## config.mk

```make
export PLATFORM = sky130hd
export DESIGN_NAME = bf_pipe_lanes
export DESIGN_NICKNAME = d
export VERILOG_FILES = /design/src/rtl/bf_pkg.sv /design/src/rtl/bf_mod_mul.sv /design/src/rtl/bf_pipe_lanes.sv
export SDC_FILE = /design/constraint.sdc
export NUM_CORES = 2
export LEC_CHECK = 0
export BUFFER_PORTS_ARGS = -buffer_cell sky130_fd_sc_hd__buf_2
export CAP_MARGIN = 20
export CELL_PAD_IN_SITES_DETAIL_PLACEMENT = 0
export CELL_PAD_IN_SITES_GLOBAL_PLACEMENT = 1
export CORE_MARGIN = 2
export CORE_UTILIZATION = 31
export CTS_CLUSTER_DIAMETER = 30
export DETAILED_ROUTE_END_ITERATION = 16
export PLACE_DENSITY = 0.64
export SLEW_MARGIN = 10
export SYNTH_ARGS = -nofsm -noshare
export SYNTH_HDL_FRONTEND = slang
export SYNTH_SLANG_ARGS = --single-unit
export TNS_END_PERCENT = 30
```

## constraint.sdc

```tcl
create_clock -name clk -period 34.6 [get_ports clk]
set_clock_uncertainty 0.05 [all_clocks]
set_input_delay 1.73 -clock clk [delete_from_list [all_inputs] [get_ports clk]]
set_output_delay 1.73 -clock clk [all_outputs]
set_load 0.02 [all_outputs]
```

## src/rtl/bf_pkg.sv

```systemverilog
// rtl/bf_pkg.sv - shared constants, op encoding and modular add/sub/half helpers for the butterfly
package bf_pkg;

  localparam int BF_WIDTH     = 12;
  localparam int BF_Q         = 3329;
  localparam int BF_BARRETT_K = 2 * BF_WIDTH;
  localparam int BF_BARRETT_M = (1 << BF_BARRETT_K) / BF_Q;

  localparam logic BF_NTT  = 1'b0;
  localparam logic BF_INTT = 1'b1;

  // (x + y) mod q for x, y already in [0, q-1]
  function automatic logic [31:0] add_mod(input logic [31:0] x, input logic [31:0] y,
                                          input logic [31:0] q);
    logic [31:0] s;
    s = x + y;
    if (s >= q) s = s - q;
    return s;
  endfunction

  // (x - y) mod q for x, y already in [0, q-1]
  function automatic logic [31:0] sub_mod(input logic [31:0] x, input logic [31:0] y,
                                          input logic [31:0] q);
    logic [31:0] d;
    if (x >= y) d = x - y;
    else        d = x + q - y;
    return d;
  endfunction

  // x * 2^-1 mod q for odd q
  function automatic logic [31:0] half_mod(input logic [31:0] x, input logic [31:0] q);
    logic [31:0] h;
    if (x[0]) h = (x + q) >> 1;
    else      h = x >> 1;
    return h;
  endfunction

endpackage

```

## src/rtl/bf_mod_mul.sv

```systemverilog
// rtl/bf_mod_mul.sv - pipelined Barrett modular multiplier, MUL_LAT register stages, stall via ce
module bf_mod_mul
  import bf_pkg::*;
#(
  parameter int WIDTH   = BF_WIDTH,
  parameter int Q       = BF_Q,
  parameter int MUL_LAT = 3
) (
  input  logic             clk,
  input  logic             ce,
  input  logic [WIDTH-1:0] x,
  input  logic [WIDTH-1:0] y,
  output logic [WIDTH-1:0] p
);

  localparam int K = 2 * WIDTH;

  typedef logic [K-1:0] prod_t;
  typedef logic [2*K:0] wide_t;
  typedef logic [K+1:0] dw_t;

  localparam wide_t M_W  = wide_t'((64'd1 << K) / 64'(Q));
  localparam dw_t   Q_DW = dw_t'(Q);

  prod_t            prod_q;
  prod_t            prod_d;
  wide_t            est;
  dw_t              qhat;
  dw_t              r0;
  dw_t              r1;
  dw_t              r2;
  logic [WIDTH-1:0] red;
  logic             unused_bits;

  // First stage captures the raw product so the reduction starts from a register
  always_comb begin
    prod_d = prod_q;
    if (ce) prod_d = prod_t'(x) * prod_t'(y);
  end

  // Product register
  always_ff @(posedge clk) begin
    prod_q <= prod_d;
  end

  // Barrett: quotient estimate is at most two short, so two conditional subtracts finish it
  always_comb begin
    est  = wide_t'(prod_q) * M_W;
    qhat = dw_t'(est >> K);
    r0   = dw_t'(prod_q) - qhat * Q_DW;
    r1   = (r0 >= Q_DW) ? r0 - Q_DW : r0;
    r2   = (r1 >= Q_DW) ? r1 - Q_DW : r1;
    red  = r2[WIDTH-1:0];
  end

  assign unused_bits = ^{est[K-1:0], r2[K+1:WIDTH]};

  if (MUL_LAT == 1) begin : g_lat1
    assign p = red;
  end else begin : g_latn
    logic [WIDTH-1:0] dly_q [MUL_LAT-1];
    logic [WIDTH-1:0] dly_d [MUL_LAT-1];

    // Remaining stages carry the reduced product, holding while stalled
    always_comb begin
      dly_d = dly_q;
      if (ce) begin
        dly_d[0] = red;
        for (int i = 1; i < MUL_LAT - 1; i++) dly_d[i] = dly_q[i-1];
      end
    end

    // Delay-line registers
    always_ff @(posedge clk) begin
      dly_q <= dly_d;
    end

    assign p = dly_q[MUL_LAT-2];
  end

endmodule

```

## src/rtl/bf_pipe_lanes.sv

```systemverilog
// rtl/bf_pipe_lanes.sv - multi-lane CT/GS butterfly pipeline, latency MUL_LAT+1; macro INTT_HALVE_EN halves INTT outputs
module bf_pipe_lanes
  import bf_pkg::*;
#(
  parameter int WIDTH   = BF_WIDTH,
  parameter int Q       = BF_Q,
  parameter int LANES   = 2,
  parameter int MUL_LAT = 3
) (
  input  logic                   clk,
  input  logic                   rst_n,
  input  logic                   in_valid,
  output logic                   in_ready,
  input  logic                   in_op,
  input  logic [LANES*WIDTH-1:0] in_a,
  input  logic [LANES*WIDTH-1:0] in_b,
  input  logic [LANES*WIDTH-1:0] in_w,
  output logic                   out_valid,
  input  logic                   out_ready,
  output logic                   out_op,
  output logic [LANES*WIDTH-1:0] out_a,
  output logic [LANES*WIDTH-1:0] out_b,
  output logic                   busy
);

  typedef logic [WIDTH-1:0] coef_t;

  logic                   ce;
  logic [MUL_LAT-1:0]     vld_q;
  logic [MUL_LAT-1:0]     vld_d;
  logic [MUL_LAT-1:0]     op_q;
  logic [MUL_LAT-1:0]     op_d;
  coef_t                  a_pipe_q [MUL_LAT][LANES];
  coef_t                  a_pipe_d [MUL_LAT][LANES];
  coef_t                  a_pre    [LANES];
  coef_t                  mul_x    [LANES];
  coef_t                  mul_p    [LANES];
  coef_t                  res_a    [LANES];
  coef_t                  res_b    [LANES];
  logic                   out_valid_q;
  logic                   out_valid_d;
  logic                   out_op_q;
  logic                   out_op_d;
  logic [LANES*WIDTH-1:0] out_a_q;
  logic [LANES*WIDTH-1:0] out_a_d;
  logic [LANES*WIDTH-1:0] out_b_q;
  logic [LANES*WIDTH-1:0] out_b_d;

  assign ce        = !out_valid_q || out_ready;
  assign in_ready  = ce;
  assign out_valid = out_valid_q;
  assign out_op    = out_op_q;
  assign out_a     = out_a_q;
  assign out_b     = out_b_q;
  assign busy      = (|vld_q) || out_valid_q;

  // Stage 0: INTT does its add/sub before the multiplier; NTT feeds b straight in
  always_comb begin
    for (int l = 0; l < LANES; l++) begin
      if (in_op == BF_INTT) begin
        a_pre[l] = coef_t'(add_mod(32'(in_a[l*WIDTH +: WIDTH]), 32'(in_b[l*WIDTH +: WIDTH]), 32'(Q)));
        mul_x[l] = coef_t'(sub_mod(32'(in_a[l*WIDTH +: WIDTH]), 32'(in_b[l*WIDTH +: WIDTH]), 32'(Q)));
      end else begin
        a_pre[l] = in_a[l*WIDTH +: WIDTH];
        mul_x[l] = in_b[l*WIDTH +: WIDTH];
      end
    end
  end

  for (genvar l = 0; l < LANES; l++) begin : g_lane
    bf_mod_mul #(
      .WIDTH   (WIDTH),
      .Q       (Q),
      .MUL_LAT (MUL_LAT)
    ) u_mul (
      .clk (clk),
      .ce  (ce),
      .x   (mul_x[l]),
      .y   (in_w[l*WIDTH +: WIDTH]),
      .p   (mul_p[l])
    );
  end

  // Final stage: NTT add/sub around the product; INTT passes a' and the product through
  always_comb begin
    for (int l = 0; l < LANES; l++) begin
      if (op_q[MUL_LAT-1] == BF_NTT) begin
        res_a[l] = coef_t'(add_mod(32'(a_pipe_q[MUL_LAT-1][l]), 32'(mul_p[l]), 32'(Q)));
        res_b[l] = coef_t'(sub_mod(32'(a_pipe_q[MUL_LAT-1][l]), 32'(mul_p[l]), 32'(Q)));
      end else begin
        res_a[l] = a_pipe_q[MUL_LAT-1][l];
        res_b[l] = mul_p[l];
      end
`ifdef INTT_HALVE_EN
      if (op_q[MUL_LAT-1] == BF_INTT) begin
        res_a[l] = coef_t'(half_mod(32'(res_a[l]), 32'(Q)));
        res_b[l] = coef_t'(half_mod(32'(res_b[l]), 32'(Q)));
      end
`endif
    end
  end

  // Advance every stage together on ce, otherwise hold
  always_comb begin
    vld_d       = vld_q;
    op_d        = op_q;
    a_pipe_d    = a_pipe_q;
    out_valid_d = out_valid_q;
    out_op_d    = out_op_q;
    out_a_d     = out_a_q;
    out_b_d     = out_b_q;
    if (ce) begin
      vld_d[0]    = in_valid;
      op_d[0]     = in_op;
      a_pipe_d[0] = a_pre;
      for (int s = 1; s < MUL_LAT; s++) begin
        vld_d[s]    = vld_q[s-1];
        op_d[s]     = op_q[s-1];
        a_pipe_d[s] = a_pipe_q[s-1];
      end
      out_valid_d = vld_q[MUL_LAT-1];
      out_op_d    = op_q[MUL_LAT-1];
      for (int l = 0; l < LANES; l++) begin
        out_a_d[l*WIDTH +: WIDTH] = res_a[l];
        out_b_d[l*WIDTH +: WIDTH] = res_b[l];
      end
    end
  end

  // Pipeline and output registers; reset drops every in-flight beat
  always_ff @(posedge clk) begin
    if (!rst_n) begin
      vld_q       <= '0;
      op_q        <= '0;
      out_valid_q <= 1'b0;
      out_op_q    <= 1'b0;
      out_a_q     <= '0;
      out_b_q     <= '0;
      for (int s = 0; s < MUL_LAT; s++) begin
        for (int l = 0; l < LANES; l++) a_pipe_q[s][l] <= '0;
      end
    end else begin
      vld_q       <= vld_d;
      op_q        <= op_d;
      a_pipe_q    <= a_pipe_d;
      out_valid_q <= out_valid_d;
      out_op_q    <= out_op_d;
      out_a_q     <= out_a_d;
      out_b_q     <= out_b_d;
    end
  end

endmodule

```

# Word-level counts from Yosys, hierarchy flattened
# Index checks and enable logic that the tools add are counted.
dict set report word_totals {
  regBits 224
  latch_bits 0
  ram_bits 0
  rom_bits 0
  inputBits 77
  out_inout_bits 52
  elab_cells 86
  memories 0
}
dict set report op_classes {
  n_addsub 26
  multipliers 6
  n_div 0
  order_cmp 12
  eq_ne 0
  shift 0
  muxes 20
  bitwise_logic 0
  reduce_logical 4
}
# op count
set op_table {}
lappend op_table {{12-bit 2-to-1 mux} 18}
lappend op_table {{26-bit by 12-bit >= comparator with 1-bit output, second input constant} 4}
lappend op_table {{12-bit subtractor} 8}
lappend op_table {{24-bit by 13-bit multiplier with 37-bit output, second input constant} 2}
lappend op_table {{12-bit subtractor, second input constant} 6}
lappend op_table {{12-bit by 12-bit adder with 13-bit output} 4}
lappend op_table {{13-bit by 12-bit >= comparator with 1-bit output, second input constant} 4}
lappend op_table {{26-bit 2-to-1 mux} 2}
lappend op_table {{24-bit by 26-bit subtractor with 26-bit output} 2}
lappend op_table {{26-bit by 12-bit subtractor with 26-bit output, second input constant} 2}
lappend op_table {{13-bit by 12-bit multiplier with 25-bit output, second input constant} 2}
lappend op_table {{12-bit adder, second input constant} 4}
lappend op_table {{12-bit >= comparator} 4}
lappend op_table {{12-bit by 12-bit multiplier with 24-bit output} 2}
lappend op_table {{3-bit OR reduction} 1}
lappend op_table {{1-bit logical OR} 2}
lappend op_table {{1-bit logical NOT} 1}

# Longest topological paths before layout
dict set report depth {
  depth_word 7
  mapped_depth 61
  mapped_depth_nobuf 58
}

# Cells and area by module
# Synthesis repeated with hierarchy kept, for this count alone.
dict set report hier_totals {
  cells_unflattened 5207
  hier_area_um2 45447.3
}
# mod instances cells_per_inst area_per_inst_um2 seq_area_each_um2
set by_module_without_submodules {}
lappend by_module_without_submodules {{bf_mod_mul at g_lane[1].u_mul} 1 1721 15982.8 1441.4}
lappend by_module_without_submodules {{bf_mod_mul at g_lane[0].u_mul} 1 1672 15621.2 1441.4}
lappend by_module_without_submodules {bf_pipe_lanes 1 1814 13843.3 2562.5}

# Least setup slack after synthesis
# Ideal clock, no wire load.
dict set report synth_timing {
  path_type {register to register}
  startpoint {register g_lane[0].u_mul.prod_q[14]}
  endpoint {register g_lane[0].u_mul.g_latn.dly_q[15] (netlist bit) (data pin)}
  setup_time_ns 0.266
  t_arrival_ns 12.719
  t_required_ns 34.284
  path_slack_ns 21.565
  path_stages_with_launch 58
  path_buffers 3
  period_less_slack_ns 13.035
  cell_sequence {edfxtp_1 fa_1 fa_1 fa_1 fa_1 inv_1 fa_1 inv_1 ha_1 a2111oi_0 o2111ai_1 a21oi_1 nor2_1 a21oi_1 nor2b_1 nor2_1 xor2_1 inv_1 [... 22 more ...] nand2_1 nor2_1 and3_1 nand2_1 o21a_1 and3_1 o2111ai_1 and4_4 clkbuf_4 buf_2 mux2_2 ha_1 nand2_1 mux2_2 a21oi_1 a311oi_2 o21ai_0 xor2_1}
}
dict set report synth_between {
  elab_chain_cells 7
  word_cells_on_any_way 9
  classes_between {add/sub (3); mul (2); order compare (2); mux (2)}
}
# element line_no
set synth_rtl {}
lappend synth_rtl {{start, declared} bf_mod_mul.sv:25} ;# prod_t prod_q;
lappend synth_rtl {{start signal, assigned} bf_mod_mul.sv:43} ;# prod_q <= prod_d;
lappend synth_rtl {{24-bit by 13-bit multiplier with 37-bit output} bf_mod_mul.sv:48} ;# est = wide_t'(prod_q) * M_W;
lappend synth_rtl {{13-bit by 12-bit multiplier with 25-bit output} bf_mod_mul.sv:50} ;# r0 = dw_t'(prod_q) - qhat * Q_DW;
lappend synth_rtl {{24-bit by 26-bit subtractor with 26-bit output (*)} bf_mod_mul.sv:50}
lappend synth_rtl {{26-bit by 12-bit subtractor with 26-bit output / 26-bit by 12-bit >= comparator with 1-bit output (equally long branches)} bf_mod_mul.sv:51} ;# r1 = (r0 >= Q_DW) ? r0 - Q_DW : r0;
lappend synth_rtl {{26-bit 2-to-1 mux (*)} bf_mod_mul.sv:51}
lappend synth_rtl {{26-bit by 12-bit >= comparator with 1-bit output / 12-bit subtractor (equally long branches)} bf_mod_mul.sv:52} ;# r2 = (r1 >= Q_DW) ? r1 - Q_DW : r1;
lappend synth_rtl {{12-bit 2-to-1 mux (*)} bf_mod_mul.sv:52}
lappend synth_rtl {{net g_lane[0].u_mul.r2[3]} bf_mod_mul.sv:31} ;# dw_t r2;
lappend synth_rtl {{end signal, assigned} bf_mod_mul.sv:75} ;# dly_q <= dly_d;
lappend synth_rtl {{end, declared} bf_mod_mul.sv:61} ;# logic [WIDTH-1:0] dly_q [MUL_LAT-1];
# The timed path passes the listed nets; every way through them passes the cells marked *.
# A chain may end at the register's enable or synchronous reset.

# Worst setup path after layout
dict set report layout_timing {
  startpoint {register g_lane[0].u_mul.prod_q[22]}
  endpoint {register g_lane[0].u_mul.g_latn.dly_q[15] (netlist bit) (data pin)}
}
# Same word-level chain as after synthesis.

==> metrics.md <==
| Metric | Value |
|---|---|
| Die H | 381 µm |
| Pre-Repair DR Iteration Count | 5 |
| Final nets | approximately 6,400 |
| Cell mode on critical path | inv_1 |
| Seq/Total Area, Yosys | 12.3% |
| Syn_nets | about 6,300 |
| Post-CTS setup buffer count | 0 |
| PortBufs | 128 |
| Row cnt | 138 |
| Post-synth EDFFs | 96 |
| Aggregate global-route resource usage | 16.3% |
| Clk root buf | clkbuf_16 |
| Grt ovf | 0 |
| MaxCap Viol Count | 0 |
| DRC | 0 |
| # setup viols final | 0 |
| CP peak stage delay | roughly 640 ps |
| RSZ-0062 raised after global routing | false |
| Post-CTS Hold Buffers | 0 |
| Worst min path class | reg2reg |
| TNS Setup | 0 ps |
| Num CTS Buffers | 56 |
| Tmin final | between 10,000 and 15,000 ps |
| H-tree depth | 2 |
| Clock buffer depth | 3 |
| Metal-1 WL | 60,400 µm |
| Slowest stage cell, crit path | edfxtp_1 |
| Syn Std Cell Area | 44,100 µm² |
| Most frequent cells in the layout | 869 x inv_1, 710 x ha_1, 516 x fa_1 |
| Worst-Margin Slew | 981 ps |
| TritonCTS Sinks | between 200 and 250 |
| Die Area | 145,000 µm² |
| Yosys warning total | 0 |
| Final period util | 42.2% |
| Syn avg cell area | roughly 9 µm² |
| DR WL/cell | 16.7 µm |
| Startpoint Class | flip-flop |
| Initial drt markers | 1,733 |
| Worst-Skew Late Latency | 630 ps |
| Max Freq | 68.5 MHz |
| Core ar. | 141,000 µm² |
| DR WL met3 | around 3800 µm |
| Largest net degree at the start of global routing | 79 |
| Unique cell type count in the Yosys netlist | 100 |
| Seq cells post-synth | 224 |
| Synth-to-Final Area Change | 10.4% |
| Type of the worst setup path | reg2reg |
| Initial antenna violation count | 14 |
| Max FO, Critical Path | 23 |
| Final ANT Viol Nets | 0 |
| Post-DP HPWL | approximately 100,000 µm |
| Syn Inst Count | just over 5,000 |
| I/O pin count | 129 |
| Met2 WL post-DR | 51,700 µm |
| Initial core utilization | about 31% |
| CTS tree | yes |
| Layout cells sized above 1 | 6.29% |
| Max-slew headroom | roughly 34% |
| Vias in the first global route | about 34,000 |
| CTS clk-pin slew, worst paths | approximately 50 ps |
| Top_reg_cell synth | dfxtp_1 |
| Post-cts sizing count | 0 |
| Max-slew violation count | 0 |
| Most common cell after layout, fill and taps aside | inv_1 |
| Die Width | approximately 380 µm |
| GP Congestion | 0.856 |
| Async set-reset flop share out of synthesis | 0% |
| Hold Vio Cnt, Final | 0 |
| Status | complete, no violations |
| Global-route wire length before repair | about 190,000 µm |
| Top sig layer | met5 |
| Drt total wl | 118,000 µm |
| Vias | 33,900 |
| CP required | around 35,000 ps |
| Critical path capture point type | flip-flop |
| Crit path arrival time | 14,900 ps |
| Vias per inst | 4.82 |
-- critical path, delay by kind of cell, from the launching register on --
family	cells	cell delay [ps]
and+or+nand+nor	10	1760
DFF	1	640
adders and majority gates	14	5760
xor gates and xnor gates	3	580
AOI/OAI and AO/OA	18	4200
buffers and inverters	9	700
muxes	2	570
-- layout make-up --
cell class | count | area [µm²]
inverters | 871 | 3280
fillers | 14800 | 92700
multi-input cells | 3768 | 34800
flip-flops and latches | 224 | 5450
diodes | 3 | 7.51
well taps | 1890 | 2360
clock inverters | 33 | 320
repair buffers | 167 | 936
clock buffers | 72 | 1600
-- final timing paths --
path | to | cells after the start | slack, ps | start
hold reg to reg | g_lane[0].u_mul.p[11]$_DFFE_PP_ | 0 | 360 | g_lane[0].u_mul.g_latn.dly_q[23]$_DFFE_PP_
hold / removal | g_lane[0].u_mul.p[11]$_DFFE_PP_ | 0 | 360 | g_lane[0].u_mul.g_latn.dly_q[23]$_DFFE_PP_
setup / recovery | g_lane[0].u_mul.g_latn.dly_q[15]$_DFFE_PP_ | 56 | 19990 | g_lane[0].u_mul.prod_q[22]$_DFFE_PP_
setup reg to reg | g_lane[0].u_mul.g_latn.dly_q[15]$_DFFE_PP_ | 56 | 19990 | g_lane[0].u_mul.prod_q[22]$_DFFE_PP_
-- kinds of logic after synthesis --
family                     count (synthesis)  share of synthesized area (%)
and+or+nand+nor                         1213                           13.2
xor gates and xnor gates                 301                           5.99
muxes                                     28                          0.675
AOI/OAI and AO/OA                       1000                           15.3
buffers and inverters                   1040                           8.90
adders and majority gates               1226                           43.5
DFF                                      224                           12.3
-- cells in the mapped netlist (16+ instances only) --
cell type / instances / area share (%)
o21a_1: 43 / 0.73
dfxtp_1: 128 / 5.8
clkbuf_1: 145 / 1.2
nand3_1: 67 / 0.76
inv_1: 870 / 7.4
nand4_1: 25 / 0.35
edfxtp_1: 96 / 6.5
nor2b_1: 68 / 0.96
nor3_1: 68 / 0.77
fa_1: 516 / 23
and3_1: 31 / 0.44
or3_1: 32 / 0.45
o21bai_1: 57 / 0.97
a31oi_1: 50 / 0.71
a21oi_1: 228 / 2.6
nand2b_1: 44 / 0.62
and2_1: 91 / 1.3
xor2_1: 74 / 1.5
a211o_1: 16 / 0.32
nand2_1: 470 / 4.0
o31ai_1: 16 / 0.27
nor2_1: 229 / 1.9
ha_1: 710 / 20
xnor2_1: 226 / 4.5
o21ai_0: 170 / 1.9
a21boi_0: 90 / 1.5
mux2i_1: 17 / 0.39
a21o_1: 66 / 1.1
a211oi_1: 18 / 0.31
o211ai_1: 62 / 1.1
-- routing by layer --
layer	global-route usage, %	up-vias
li1	-	16900
met3	1.81	108
met2	25.4	436
met1	24.3	16500
met4	2.55	12
met5	0	-
-- per-stage QoR --
stage	cell area [µm²]	util [%]	hold slack, ps	cells	setup slack [ps]
global placement	46800	33.1	351	6920	20340
global route	48700	34.4	373	7026	18960
detailed placement	46800	33.1	355	6920	20130
floorplan	44100	-	350	5032	21570
finish	48700	34.4	364	7028	19990
CTS	48700	34.4	362	7025	20040
-- registers in the layout, indices dropped and copies added, names as in the netlist --
name and count:
a_pipe_q 72, g_lane.u_mul.g_latn.dly_q 24, g_lane.u_mul.p 24, g_lane.u_mul.prod_q 48
op_q 3, out_a 24, out_b 24, out_op 1
out_valid 1, vld_q 3
Power is not shown: default switching activity piles up to over one toggle a cycle in this logic, so the estimate is an artifact.
